$ cat src/rtl/seg7_scan_driver.sv
`default_nettype none
// ============================================================================
// Module   : seg7_scan_driver
// Brief    : Time-multiplexed driver for an N-digit 7-segment display. It
//            keeps a frame-synchronous copy of a hex value and scans one
//            digit per refresh slot. Segment lines, the decimal point and the
//            digit selects are all registered and update on the same edge.
// Options  : LEADING_ZERO_SUPPRESS_EN - when defined, leading zero digits
//            (never digit 0) are blanked together with their decimal point.
// Revision : 1.0 - initial release
// ============================================================================
module seg7_scan_driver #(
    parameter int NUM_DIGITS      = 4,
    parameter int REFRESH_DIV     = 100000,
    parameter int ACTIVE_HIGH_SEG = 0,
    parameter int ACTIVE_HIGH_AN  = 0
) (
    input  logic                      clk,
    input  logic                      rst_n,
    input  logic [4*NUM_DIGITS-1:0]   value,
    input  logic                      load,
    input  logic [NUM_DIGITS-1:0]     blank,
    input  logic [NUM_DIGITS-1:0]     dp_in,
    output logic                      CA,
    output logic                      CB,
    output logic                      CC,
    output logic                      CD,
    output logic                      CE,
    output logic                      CF,
    output logic                      CG,
    output logic                      DP,
    output logic [NUM_DIGITS-1:0]     an,
    output logic                      frame_tick
);

    localparam int CNT_W = (REFRESH_DIV > 1) ? $clog2(REFRESH_DIV) : 1;
    localparam int IDX_W = (NUM_DIGITS > 1) ? $clog2(NUM_DIGITS) : 1;

    localparam logic [CNT_W-1:0] C_CNT_MAX = CNT_W'(REFRESH_DIV - 1);
    localparam logic [IDX_W-1:0] C_IDX_MAX = IDX_W'(NUM_DIGITS - 1);

    // Drive level that lights a segment / selects a digit.
    localparam logic C_SEG_LIT = (ACTIVE_HIGH_SEG != 0);
    localparam logic C_AN_LIT  = (ACTIVE_HIGH_AN != 0);

    // Idle (unlit / unselected) levels used in reset and for blanked slots.
    localparam logic [6:0]            C_SEG_OFF = C_SEG_LIT ? 7'h00 : 7'h7F;
    localparam logic                  C_DP_OFF  = ~C_SEG_LIT;
    localparam logic [NUM_DIGITS-1:0] C_AN_OFF  = C_AN_LIT ? '0 : '1;

    // ------------------------------------------------------------------
    // State
    // ------------------------------------------------------------------
    logic [CNT_W-1:0]        cnt_q, cnt_d;
    logic [IDX_W-1:0]        idx_q, idx_d;
    logic [4*NUM_DIGITS-1:0] pending_q, pending_d;
    logic                    pend_vld_q, pend_vld_d;
    logic [4*NUM_DIGITS-1:0] disp_q, disp_d;
    logic                    frame_tick_q;
    logic [6:0]              seg_q, seg_d;
    logic                    dp_q, dp_d;
    logic [NUM_DIGITS-1:0]   an_q, an_d;

    logic                    w_tick;
    logic                    w_wrap;
    logic [NUM_DIGITS-1:0]   w_supp;

    // Output-stage intermediates
    logic [3:0]              w_nib;
    logic                    w_blank;
    logic                    w_dp_req;
    logic [NUM_DIGITS-1:0]   w_sel;
    logic [6:0]              w_seg_mask;
    logic                    w_dp_mask;

    // Active-low CA..CG pattern per hex nibble, returned as a lit mask.
    function automatic logic [6:0] f_seg_lit(input logic [3:0] nib);
        logic [6:0] p;
        case (nib)
            4'h0:    p = 7'b0000001;
            4'h1:    p = 7'b1001111;
            4'h2:    p = 7'b0010010;
            4'h3:    p = 7'b0000110;
            4'h4:    p = 7'b1001100;
            4'h5:    p = 7'b0100100;
            4'h6:    p = 7'b0100000;
            4'h7:    p = 7'b0001111;
            4'h8:    p = 7'b0000000;
            4'h9:    p = 7'b0000100;
            4'hA:    p = 7'b0001000;
            4'hB:    p = 7'b1100000;
            4'hC:    p = 7'b0110001;
            4'hD:    p = 7'b1000010;
            4'hE:    p = 7'b0110000;
            default: p = 7'b0111000;
        endcase
        return ~p;
    endfunction

    // ------------------------------------------------------------------
    // Refresh prescaler and scan index
    // ------------------------------------------------------------------
    assign w_tick = (cnt_q == C_CNT_MAX);
    assign w_wrap = w_tick && (idx_q == C_IDX_MAX);

    // Next prescaler count and scan index; index moves only on a tick.
    always_comb begin
        cnt_d = w_tick ? '0 : cnt_q + CNT_W'(1);
        idx_d = idx_q;
        if (w_tick) begin
            idx_d = (idx_q == C_IDX_MAX) ? '0 : idx_q + IDX_W'(1);
        end
    end

    // ------------------------------------------------------------------
    // Value capture: loads collect in pending and are promoted to the
    // displayed copy only at a frame boundary, so a frame is never torn.
    // A load on the boundary cycle itself goes straight to disp.
    // ------------------------------------------------------------------
    always_comb begin
        pending_d  = pending_q;
        pend_vld_d = pend_vld_q;
        disp_d     = disp_q;
        if (w_wrap) begin
            if (load) begin
                disp_d     = value;
                pend_vld_d = 1'b0;
            end else if (pend_vld_q) begin
                disp_d     = pending_q;
                pend_vld_d = 1'b0;
            end
        end else if (load) begin
            pending_d  = value;
            pend_vld_d = 1'b1;
        end
    end

    // ------------------------------------------------------------------
    // Leading-zero suppression mask (digit 0 is never suppressed)
    // ------------------------------------------------------------------
`ifdef LEADING_ZERO_SUPPRESS_EN
    // Walk from the most significant digit down while nibbles stay zero.
    always_comb begin
        logic run;
        run    = 1'b1;
        w_supp = '0;
        for (int k = NUM_DIGITS - 1; k >= 0; k--) begin
            run       = run && (disp_q[4*k +: 4] == 4'h0);
            w_supp[k] = (k != 0) && run;
        end
    end
`else
    assign w_supp = '0;
`endif

    // ------------------------------------------------------------------
    // Output stage: pick the digit under idx and form next pin levels.
    // ------------------------------------------------------------------
    // Select nibble/controls for the current digit and apply blanking.
    always_comb begin
        w_nib    = 4'h0;
        w_blank  = 1'b0;
        w_dp_req = 1'b0;
        w_sel    = '0;
        for (int k = 0; k < NUM_DIGITS; k++) begin
            if (idx_q == IDX_W'(k)) begin
                w_nib    = disp_q[4*k +: 4];
                w_blank  = blank[k] | w_supp[k];
                w_dp_req = dp_in[k];
                w_sel[k] = 1'b1;
            end
        end
        if (w_blank) begin
            w_seg_mask = 7'h00;
            w_dp_mask  = 1'b0;
            w_sel      = '0;
        end else begin
            w_seg_mask = f_seg_lit(w_nib);
            w_dp_mask  = w_dp_req;
        end
        seg_d = C_SEG_LIT ? w_seg_mask : ~w_seg_mask;
        dp_d  = C_SEG_LIT ? w_dp_mask  : ~w_dp_mask;
        an_d  = C_AN_LIT  ? w_sel      : ~w_sel;
    end

    // ------------------------------------------------------------------
    // Registers
    // ------------------------------------------------------------------
    // Scan timing state.
    always_ff @(posedge clk or negedge rst_n) begin
        if (!rst_n) begin
            cnt_q        <= '0;
            idx_q        <= '0;
            frame_tick_q <= 1'b0;
        end else begin
            cnt_q        <= cnt_d;
            idx_q        <= idx_d;
            frame_tick_q <= w_wrap;
        end
    end

    // Pending and displayed value copies; reset discards any pending load.
    always_ff @(posedge clk or negedge rst_n) begin
        if (!rst_n) begin
            pending_q  <= '0;
            pend_vld_q <= 1'b0;
            disp_q     <= '0;
        end else begin
            pending_q  <= pending_d;
            pend_vld_q <= pend_vld_d;
            disp_q     <= disp_d;
        end
    end

    // Pin registers: segments, DP and selects all change on one edge.
    always_ff @(posedge clk or negedge rst_n) begin
        if (!rst_n) begin
            seg_q <= C_SEG_OFF;
            dp_q  <= C_DP_OFF;
            an_q  <= C_AN_OFF;
        end else begin
            seg_q <= seg_d;
            dp_q  <= dp_d;
            an_q  <= an_d;
        end
    end

    assign {CA, CB, CC, CD, CE, CF, CG} = seg_q;
    assign DP         = dp_q;
    assign an         = an_q;
    assign frame_tick = frame_tick_q;

endmodule
`default_nettype wire

$ cat config.mk
export PLATFORM = sky130hd
export DESIGN_NAME = seg7_scan_driver
export DESIGN_NICKNAME = d
export VERILOG_FILES = /design/src/rtl/seg7_scan_driver.sv
export SDC_FILE = /design/constraint.sdc
export NUM_CORES = 1
export LEC_CHECK = 0
export BUFFER_PORTS_ARGS = -buffer_cell sky130_fd_sc_hd__clkbuf_2
export CORE_AREA = 2 2 91 101
export CTS_BUF_LIST = sky130_fd_sc_hd__clkbuf_4 sky130_fd_sc_hd__clkbuf_8
export DETAILED_ROUTE_END_ITERATION = 7
export DIE_AREA = 0 0 93 103
export HOLD_SLACK_MARGIN = 0.12
export PLACE_DENSITY = 0.58
export SYNTH_ARGS = -nofsm -noshare
export SYNTH_HDL_FRONTEND = slang
export SYNTH_SLANG_ARGS = --single-unit
export TNS_END_PERCENT = 20
$ cat constraint.sdc
create_clock -name clk -period 5.1 [get_ports clk]
set_input_delay 1.02 -clock clk [delete_from_list [all_inputs] [get_ports clk]]
set_output_delay 1.02 -clock clk [all_outputs]
set_load 0.05 [all_outputs]
Word level (Yosys, flattened, before mapping)
Memories as Yosys holds them, arrays and structs flattened.
Index checks and enable logic that the tools add are counted.
{"block": "word_totals", "register_bits": 65, "rom_bits": 112, "input_bits": 27, "out_inout_bits": 13, "wordCells": 53, "n_memories": 1}
{"name": "(no name shown)", "depth": 16, "width": 7, "read_ports": 1, "rd_clocked_by_memory_dff": 0, "wr": 0, "line_no": "79", "text": "case (nib)"}
{"block": "op_classes", "n_addsub": 2, "n_eq_ne": 4, "muxes": 26, "bitwise_logic": 5, "n_reduce_logical": 6}
{"cell": "two-way mux 16 bit", "n": 2}
{"cell": "two-way mux 4 bit", "n": 5}
{"cell": "adder 17 x 1 -> 17 bit (second input constant)", "n": 1}
{"cell": "== test 17 bit (second input constant)", "n": 1}
{"cell": "two-way mux 17 bit", "n": 1}
{"cell": "two-way mux 1 bit", "n": 15}
{"cell": "two-way mux 7 bit", "n": 2}
{"cell": "NOT 7 bit", "n": 2}
{"cell": "== test 2 bit (second input constant)", "n": 2}
{"cell": "NOT 4 bit", "n": 1}
{"cell": "AND reduction 2 bit", "n": 2}
{"cell": "nonzero test 2 bit", "n": 2}
{"cell": "adder 2 x 1 -> 2 bit (second input constant)", "n": 1}
{"cell": "== test 2 x 1 -> 1 bit (second input constant)", "n": 1}
{"cell": "logical NOT 2 bit", "n": 1}
{"cell": "two-way mux 2 bit", "n": 1}
{"cell": "NOT 1 bit", "n": 2}
{"cell": "logical AND 1 bit", "n": 1}

Longest topological paths before layout
An unclocked memory read counts as a cell.
{"block": "logic_depth", "ltp_word": 10, "depth_mapped": 11, "ltp_nobuf": 10}

Least setup slack after synthesis
No wires, ideal clock.
{"block": "synth_timing", "kind": "reg2reg", "start": "register idx_q[0]", "end": "register seg_q[3]", "t_arrival_ns": 2.083, "t_required_ns": 5.010, "setup_slack_ns": 2.927, "stages_incl_launch_ff": 11, "path_buffers": 1, "synth_period_minus_slack_ns": 2.173, "cell_sequence": "dfrtp_1 ha_1 clkbuf_1 or2_2 a221oi_1 nor2_1 inv_1 ha_1 a21oi_1 a22o_1 nand2_1"}
{"block": "synth_via", "elab_chain_len": 10, "elab_cells_between_ends": 17, "classes_between": "3 x eq/ne; 10 x mux; 2 x bitwise; 1 x reduce/logical; 1 x memory"}
{"item": "start, declared", "line_no": "55", "text": "logic [IDX_W-1:0] idx_q, idx_d;"}
{"item": "start signal, assigned", "line_no": "197", "text": "idx_q <= idx_d;"}
{"item": "logical NOT 2 bit", "line_no": "166", "text": "if (idx_q == IDX_W'(k)) begin"}
{"item": "two-way mux 4 bit (4 in series)", "line_no": "166"}
{"item": "memory (16 x 7 bit)"}
{"item": "two-way mux 7 bit", "line_no": "173", "text": "if (w_blank) begin"}
{"item": "NOT 7 bit", "line_no": "97", "text": "return ~p;"}
{"item": "two-way mux 7 bit (*)", "line_no": "173"}
{"item": "NOT 7 bit (*)", "line_no": "181", "text": "seg_d = C_SEG_LIT ? w_seg_mask : ~w_seg_mask;"}
{"item": "named net seg_d[3]", "line_no": "60", "text": "logic [6:0] seg_q, seg_d;"}
{"item": "end signal, assigned", "line_no": "222", "text": "seg_q <= seg_d;"}
{"item": "end, declared", "line_no": "60"}
The timed path passes the listed nets; every way through them passes the cells marked *. The select of a mux whose other input is x is not followed.
A chain may end at the register's enable or synchronous reset.

Worst setup path in the final report
{"block": "layout_timing", "start": "register cnt_q[6]", "end": "register pending_q[6]"}
{"block": "layout_via", "elab_chain_len": 4}
{"item": "start, declared", "line_no": "54", "text": "logic [CNT_W-1:0] cnt_q, cnt_d;"}
{"item": "start signal, assigned", "line_no": "196", "text": "cnt_q <= cnt_d;"}
{"item": "== test 17 bit", "line_no": "103", "text": "assign w_tick = (cnt_q == C_CNT_MAX);"}
{"item": "logical AND 1 bit", "line_no": "104", "text": "assign w_wrap = w_tick && (idx_q == C_IDX_MAX);"}
{"item": "NOT 1 bit (no line)"}
{"item": "AND reduction 2 bit (no line)"}
{"item": "end signal, assigned", "line_no": "209", "text": "pending_q <= pending_d;"}
{"item": "end, declared", "line_no": "56", "text": "logic [4*NUM_DIGITS-1:0] pending_q, pending_d;"}
Every way passes these cells.

==> results by group <==
Status
  – Status: complete, no violations

Global routing
  – GR Util All Layers: 0.162
  – Global-route wire length before repair: 12.0 mm
  – GRT overflow: 0
  – Vias in the first global route: 2500
  – Largest net degree at the start of global routing: 54
  – GR Layer Usage met1: 0.209
  – Busiest grt layer: met2
  – Met3 usage: 0.0373
  – Initial antenna violation count: 0
  – Met2 usage: 0.268

STA
  – Final Cycle Share: 0.592
  – Final hold vios: 0
  – RSZ-0062 raised after global routing: false
  – Final setup fails: 0
  – Clk_skew: 0.0104 ns
  – Final WS setup: 2.08 ns
  – Final Max Tran Viols: 0
  – Slew HR: 0.408
  – Peak Freq: 331 MHz
  – Slew @ Worst Pin: 0.882 ns
  – Fin Setup TNS: 0 ns
  – Minimum clock period: 3.02 ns

Yosys
  – Part of the Yosys area used for sequential elements: 0.491
  – Mapped Cells: 343
  – Mean post-synth cell area: 9.74 sq um
  – Synth area leader: dfrtp_1
  – Syn Nets: 381
  – Netlist cell types: 44
  – Yosys warnings: 0
  – Synth top area share: 0.397
  – Top post-synthesis cells by area: dfrtp_1 (40%), dfstp_2 (9.4%), nor2_1 (9.2%), mux2_4 (4.5%), ha_1 (4.1%)
  – Synth Register Bits: 65
  – Synthesized area: 3340 sq um

Floorplanning
  – I/O pin total: 40
  – Core area: 8650 sq um
  – Die Ht: 103 microns
  – Die width: 93 microns
  – Die area: 9580 sq um
  – Initial Util: 0.386
  – FP Rows: 36

Worst setup path
  – CP Data Arrival Time: 3.25 ns
  – R2R Path Start: cnt_q[6]
  – Crit path capture type: register
  – R2R cell count: 6
  – Critical path peak fanout: 31
  – Flop-to-flop setup slack: 2.08 ns
  – WP data required: 5.33 ns
  – Kind of critical path: reg -> reg
  – Worst Setup Start Kind: register
  – RR Endpoint: pending_q[6]

Min path
  – Worst Hold Depth: 1
  – Min-delay src: cnt_q[8]
  – Hold path endpoint: cnt_q[8]
  – Hold crit path type: reg -> reg

Drt
  – Via count: 2558
  – DRC viols: 0
  – Final antenna-violating net count: 0
  – WL/cell: 14.4 microns
  – Pre-antenna DRT Iters: 4
  – Vias per cell: 5.14
  – Drt first-iter violations: 102
  – Drt total wl: 7.19 mm

Placed design
  – Setup WS pre-CTS: 2.10 ns
  – DP Wirelength: 4.94 mm
  – IO buf count: 39
  – Global placement routability congestion: 0.849

Clock network
  – Setup Buffers After CTS: 0
  – PostCTS Resize Cnt: 0
  – Worst skew pair latency: 0.35 ns
  – Cts bufs inserted: 9
  – Hold_buf cts: 0
  – Root buffer cell: clkbuf_8
  – Clk slew on worst S/H paths: 0.07 ns
  – Clock Sinks: 65
  – CTS H-tree lvls: 3
  – CTS tree: yes
  – CTS Buffer Depth: 2

Finish
  – Fillers: 847
  – Register area: 1640 sq um
  – Nets: 417
  – P&R area growth vs syn: 16.4%
  – ANT cells: 0
  – Ratio of cells with drive above 1 in the final layout: 0.240
  – Area of the multi-input gates: 1590 sq um

Run
  – Max_cap viols: 0

Power
  – LEAKAGE: 1.75 nW
  – Pwr Density: 329 nW/um^2
  – Max IR drop VDD: 0.000131 V
how the worst max path moves through the flow:
stage	start	endpoint	slack (ns)	depth (start not counted)
finish	cnt_q[6]	pending_q[6]	2.08	6
global placement	cnt_q[6]	pending_q[13]	2.15	6
detailed placement	cnt_q[6]	pending_q[6]	2.10	6
global route	cnt_q[6]	pending_q[6]	1.90	6
floorplan	idx_q[0]	seg_q[3]	2.93	10
CTS	cnt_q[6]	pending_q[6]	2.08	6
flip-flops by register name (all words and copies together) (netlist names):
| register | count |
|---|---|
| cnt_q | 17 |
| seg_q | 7 |
| frame_tick | 1 |
| DP | 1 |
| idx_q | 2 |
| pending_q | 16 |
| an | 4 |
| pend_vld_q | 1 |
| disp_q | 16 |
through the flow:
stage	utilization	cells	cell area (sq um)	hold slack, ns	total power, mW
3_5_place_dp	0.419	482	3620	0.484	0.706
3_3_place_gp	0.419	482	3620	0.478	0.703
2_1_floorplan	-	343	3340	0.456	0.660
6_report	0.450	498	3890	0.500	1.28
5_1_grt	0.450	498	3890	0.525	1.33
4_1_cts	0.450	498	3890	0.498	1.29
power by group:
part | total [mW] | internal, mW | switching (mW)
Combinational | 0.128 | 0.0521 | 0.0760
Sequential | 0.567 | 0.548 | 0.0183
Clock | 0.583 | 0.375 | 0.209
cell families after synthesis:
kind of cell,count (synthesis),share of synthesized area
flops,65,0.491
fa+ha+maj,11,0.0412
simple gates,158,0.227
compound gates,51,0.0993
mux,17,0.0682
buf+inv,26,0.0333
xor+xnor,15,0.0393
synth_stat cells, drive strengths merged:
master	count
dfrtp	53
nand2	16
ha	11
xnor2	9
a311oi	1
o221ai	5
o31ai	1
nand2b	4
a221oi	2
inv	9
o221a	2
and2	2
and4	2
a21o	1
o211ai	1
xor2	6
or2	2
nor4	1
a311o	1
nand4b	4
and3	1
nor3	16
nor3b	2
nand3b	2
nand4	6
a211oi	2
nand3	9
clkbuf	13
a21oi	21
o21ai	7
o22ai	4
or4b	2
dfstp	12
mux2	16
nor2	83
o2bb2ai	1
nor2b	6
mux2i	1
a22o	2
buf	4
area by class of cell:
| cell class | instances | area share |
|---|---|---|
| Clock inverter | 7 | 0.0364 |
| Timing Repair Buffer | 42 | 0.0560 |
| Tap cell | 114 | 0.0367 |
| Clock buffer | 9 | 0.0319 |
| Multi-Input combinational cell | 252 | 0.408 |
| Inverter | 9 | 0.00869 |
| Sequential cell | 65 | 0.422 |
worst max-delay path, cell delays in order (launching register included):
cell	delay (ns)
dfrtp_1	0.42
or4b_1	0.60
nor4_4	0.22
buf_4	0.35
and2_1	0.66
nor2_4	0.27
mux2_4	0.36
routing by layer:
metal / wire length (microns) / share of wire
met1: 3350 / 0.47
met2: 3450 / 0.48
met3: 292 / 0.041
met4: 92 / 0.013
met5: 0 / 0
cell usage in the layout (no fill, tap or decap), drive strengths merged, types with 2 or more instances in the layout:
master,n
buf,3
o221a,2
nand4,6
xnor2,9
a211oi,2
o21ai,7
nand2,16
or2,2
and2,2
nor3,16
nand3b,2
a221oi,2
nand4b,4
dfstp,12
xor2,6
o22ai,4
mux2,16
nand2b,4
clkbuf,48
a22o,2
o221ai,5
nor2,83
bufinv,4
and4,2
nand3,9
inv,10
nor3b,2
dfrtp,53
nor2b,6
ha,11
a21oi,21
or4b,2
No activity file was read; power rests on OpenSTA's default activity.
